==> src/rtl/clk_divider_prog.sv <==
// Programmable exact-ratio divider: divided clock plus one-cycle tick.
// Ports: clk100Mhz, rst_n, en, div_load, div_value -> clk_out, tick, div_active, load_pending, load_err.
module clk_divider_prog #(
    parameter int WIDTH       = 23,
    parameter int DEFAULT_DIV = 3125000
) (
    input  logic             clk100Mhz,
    input  logic             rst_n,
    input  logic             en,
    input  logic             div_load,
    input  logic [WIDTH-1:0] div_value,
    output logic             clk_out,
    output logic             tick,
    output logic [WIDTH-1:0] div_active,
    output logic             load_pending,
    output logic             load_err
);

    logic [WIDTH-1:0] cnt_q, cnt_d;
    logic [WIDTH-1:0] div_q, div_d;
    logic [WIDTH-1:0] pend_q, pend_d;
    logic             pend_v_q, pend_v_d;
    logic             clk_q, clk_d;
    logic             tick_q, tick_d;
    logic             err_q, err_d;

    logic             wrap;
    logic             load_ok;
    logic [WIDTH-1:0] cnt_nxt;
    logic [WIDTH-1:0] div_nxt;

    assign wrap    = (cnt_q == div_q - WIDTH'(1));
    assign load_ok = div_load && (div_value != '0);

    always_comb begin
        cnt_d    = cnt_q;
        div_d    = div_q;
        pend_d   = pend_q;
        pend_v_d = pend_v_q;
        clk_d    = clk_q;
        tick_d   = 1'b0;
        err_d    = div_load && (div_value == '0);
        cnt_nxt  = cnt_q;
        div_nxt  = div_q;

        if (en) begin
            if (wrap) begin
                // Period boundary: a load arriving now beats an older pending one.
                cnt_nxt  = '0;
                div_nxt  = load_ok  ? div_value :
                           pend_v_q ? pend_q    : div_q;
                pend_v_d = 1'b0;
            end else begin
                cnt_nxt = cnt_q + WIDTH'(1);
                if (load_ok) begin
                    pend_d   = div_value;
                    pend_v_d = 1'b1;
                end
            end
            cnt_d  = cnt_nxt;
            div_d  = div_nxt;
            tick_d = wrap;
            // High window judged against the divisor of the period being entered.
            clk_d  = (cnt_nxt < (div_nxt >> 1));
        end else if (load_ok) begin
            div_d    = div_value;
            cnt_d    = '0;
            pend_v_d = 1'b0;
        end
    end

    always_ff @(posedge clk100Mhz or negedge rst_n) begin
        if (!rst_n) begin
            cnt_q    <= '0;
            div_q    <= WIDTH'(DEFAULT_DIV);
            pend_q   <= '0;
            pend_v_q <= 1'b0;
            clk_q    <= 1'b0;
            tick_q   <= 1'b0;
            err_q    <= 1'b0;
        end else begin
            cnt_q    <= cnt_d;
            div_q    <= div_d;
            pend_q   <= pend_d;
            pend_v_q <= pend_v_d;
            clk_q    <= clk_d;
            tick_q   <= tick_d;
            err_q    <= err_d;
        end
    end

    assign clk_out      = clk_q;
    assign tick         = tick_q;
    assign div_active   = div_q;
    assign load_pending = pend_v_q;
    assign load_err     = err_q;

endmodule

==> config.mk <==
export PLATFORM = sky130hd
export DESIGN_NAME = clk_divider_prog
export DESIGN_NICKNAME = d
export VERILOG_FILES = /design/src/rtl/clk_divider_prog.sv
export SDC_FILE = /design/constraint.sdc
export NUM_CORES = 1
export LEC_CHECK = 0
export ABC_AREA = 1
export ABC_CLOCK_PERIOD_IN_PS = 4200
export CAP_MARGIN = 15
export CORE_MARGIN = 5
export CORE_UTILIZATION = 47
export CTS_BUF_LIST = sky130_fd_sc_hd__clkbuf_16
export CTS_CLUSTER_DIAMETER = 100
export DETAILED_ROUTE_END_ITERATION = 6
export PLACE_DENSITY = 0.73
export SLEW_MARGIN = 5
export SYNTH_ARGS = -nofsm -noshare
export SYNTH_HDL_FRONTEND = slang
export SYNTH_SLANG_ARGS = --single-unit
==> constraint.sdc <==
create_clock -name clk100Mhz -period 4.2 [get_ports clk100Mhz]
set_input_delay 0.42 -clock clk100Mhz [delete_from_list [all_inputs] [get_ports clk100Mhz]]
set_output_delay 0.42 -clock clk100Mhz [all_outputs]
set_load 0.005 [all_outputs]
==> qor.tcl <==
set qor(outcome) {completed}
set qor(yosysUniqueCellTypes) 36
set qor(drt.antenna.violating_nets) 0
set qor(io_buffers) 53
set qor(powerDensity_nw_per_um2) 343
set qor(timing.final.setup_violations) 0
set qor(antenna_found_initial) 0
set qor(leading_cell_types_by_count_after_synthesis) {nand2_1, inv_1, nor2_1}
set qor(synth.most_common_cell) {nand2_1}
set qor(synthFlopType) {dfrtp_1}
set qor(die_area_um2) 14100
set qor(clock_latency_ns) 0.33
set qor(post-cts-setup-buffers) 0
set qor(cellLeakagePower_uw) 0.00305
set qor(worstSetupStartpointType) {flop}
set qor(cts_root_buf) {clkbuf_16}
set qor(worst_setup_hold_path_clk_slew_ns) 0.06
set qor(area_growth_pct) 15.9
set qor(detail_route.drc_violations) 0
set qor(endpoints_failing_hold) 0
set qor(multi_input_area_um2) 3130
set qor(detailedPlacementHpwl_um) 11900
set qor(rsz0062_at_grt) {false}
set qor(max_slew_margin_pct) 36.8
set qor(largest_net_degree_at_the_start_of_global_routing) 74
set qor(totalWireLength_um) 15900
set qor(register_area_share_after_synthesis_pct) 33.0
set qor(fp.coreArea_um2) 11500
set qor(final.setup_skew_ns) 0.00496
set qor(synth_largest_type_area_fraction_pct) 27.4
set qor(power.ir.vdd_worst_uv) 296
set qor(maxCapViolCount) 0
set qor(cts_htree_levels) 3
set qor(post-route-min-period_ns) 3.68
set qor(finalSetupTns_ns) 0
set qor(synthArstFlopShare_pct) 100
set qor(post-route-period-util_pct) 87.7
set qor(grtUsageTotal_pct) 22.7
set qor(cts-buffers-inserted) 9
set qor(layout.area.seq_um2) 1840
set qor(dp.cells) 995
set qor(cts_hold_repair.buffers) 0
set qor(floorplan.die.width_um) 119
set qor(std_cell_rows) 39
set qor(yosys-top-cells-area) {dfrtp_1, nand2_1, inv_1}
set qor(synth.net_count) 872
set qor(die_h_um) 119
set qor(clock.fmax_mhz) 272
set qor(holdWs_ns) 0.239
set qor(synth_area_um2) 5580
set qor(crit_fanout) 48
set qor(initial_utilization_pct) 48.4
set qor(critPathRequiredTime_ns) 4.47
set qor(max-clock-path-buffers) 2
set qor(synthesis.instances) 822
set qor(critPathCaptureType) {flop}
set qor(num_vias) 5595
set qor(yosysWarningCount) 0
set qor(number_of_flops_mapped_to_enable_cells_by_yosys) 0
set qor(holdCritPathClass) {input pin to async pin}
set qor(design.final.nets) 913
set qor(first_pass_iters) 7
set qor(clkSinkCount) 73
set qor(layout-drive-gt1-share_pct) 6.68
set qor(final.fill_count) 1131
set qor(crit_arrival_ns) 3.96
set qor(tritoncts_clock_tree) {built}
set qor(num_io_pins) 54
set qor(tightestPinTransition_ns) 0.948
set qor(fin_cells) 1011
set qor(drt_iter0_drc) 512
set qor(synth_largest_area_cell) {dfrtp_1}
set qor(synth_area_per_cell_um2) 6.79
set qor(first_global_vias) 5093
set qor(slew_viols_final) 0
set qor(gr-total-overflow) 0
set qor(vias_per_cell) 5.53
set qor(avgRoutedWirePerCell_um) 15.7
set qor(design_power_total_uw) 2220
set qor(inserted_diodes) 0
set qor(yosys_register_bits) 73
set qor(layout.core_utilization_pct) 56.1
set qor(timing.setup.critical_path_class) {flop to flop}
set qor(number_of_cells_upsized_or_downsized_after_cts) 0
set qor(globalplace.congestion) 0.935
set qor(grt_pass1_wl_um) 26100
## path summary, 6_finish.rpt
check                               from          to  slack, ns  depth (start not counted)
setup reg to reg           div_active[1]     clk_out       0.52                         24
setup / recovery           div_active[1]     clk_out       0.52                         24
min in group clk100Mhz         pend_q[9]   pend_q[9]       0.48                          2
hold reg to reg                pend_q[9]   pend_q[9]       0.48                          2
max in group asynchronous          rst_n    cnt_q[2]       3.36                          1
hold / removal                     rst_n  pend_q[21]       0.24                          1
## where the power goes
group	total (uW)	internal (uW)	leakage, uW	switching, uW
Clock	685	389	0.000136	296
Combinational	646	266	0.00200	380
Sequential	887	789	0.000912	98.5
## critical path, stage by stage, from the launching register on
cell     delay, ns
dfrtp_1       0.41
inv_1         0.17
ha_1          0.25
nand2_2       0.15
nor2_4        0.19
nand3_1       0.11
nand2_1       0.08
nand2_1       0.05
nor2_1        0.10
nand2_1       0.07
nor2_2        0.16
nand3_2       0.10
inv_2         0.19
buf_12        0.25
nor2_1        0.07
a31oi_1       0.21
inv_1         0.08
ha_1          0.29
a21oi_1       0.14
o21ai_0       0.09
a21oi_1       0.18
nor2_1        0.07
nor2_1        0.10
nand2_1       0.06
nand2_1       0.05
## kinds of logic (layout without fill, tap and decap cells)
group	count (synthesis)	in the layout	synth area share (%)
DFF	73	73	33.0
and+or+nand+nor	381	381	29.0
xor gates and xnor gates	33	33	5.18
AOI/OAI and AO/OA	163	163	16.8
buffers and inverters	149	195	10.8
adders and majority gates	23	23	5.16
## layout make-up
cell class / count / share of cell area, %
Inverter: 116 / 6.74
Clock inverter: 7 / 0.503
Tap cell: 143 / 2.77
Sequential cell: 73 / 28.5
Multi-Input combinational cell: 600 / 48.5
Clock buffer: 9 / 3.48
Timing Repair Buffer: 63 / 9.53
## sequential cells by signal (all words and copies together) (netlist names)
signal	flops
cnt_q	23
div_active	23
pend_q	23
clk_out	1
load_err	1
load_pending	1
tick	1
## cells in the final DEF (no fill, tap or decap), types with 18 or more instances in the layout
cell             instances
nand3_1                 30
nand2_1                199
ha_1                    23
dfrtp_1                 61
nor2_1                 101
a21oi_1                 40
inv_1                  115
o21ai_0                 61
clkdlybuf4s50_1         52
nand4_1                 18
xor2_1                  22
## routing by layer
layer | wire (um) | GRT usage [%]
met1 | 7720 | 34.6
met2 | 6680 | 32.4
met3 | 1170 | 3.65
met4 | 335 | 7.68
met5 | 0 | 0
## per-stage QoR
step	setup WS, ns	instance area, um^2
2_1_floorplan	1.20	5580
3_3_place_gp	0.567	6200
3_5_place_dp	0.568	6200
4_1_cts	0.549	6460
5_1_grt	0.140	6460
6_report	0.518	6460
Note: power is estimated with default switching activity, not from simulation.
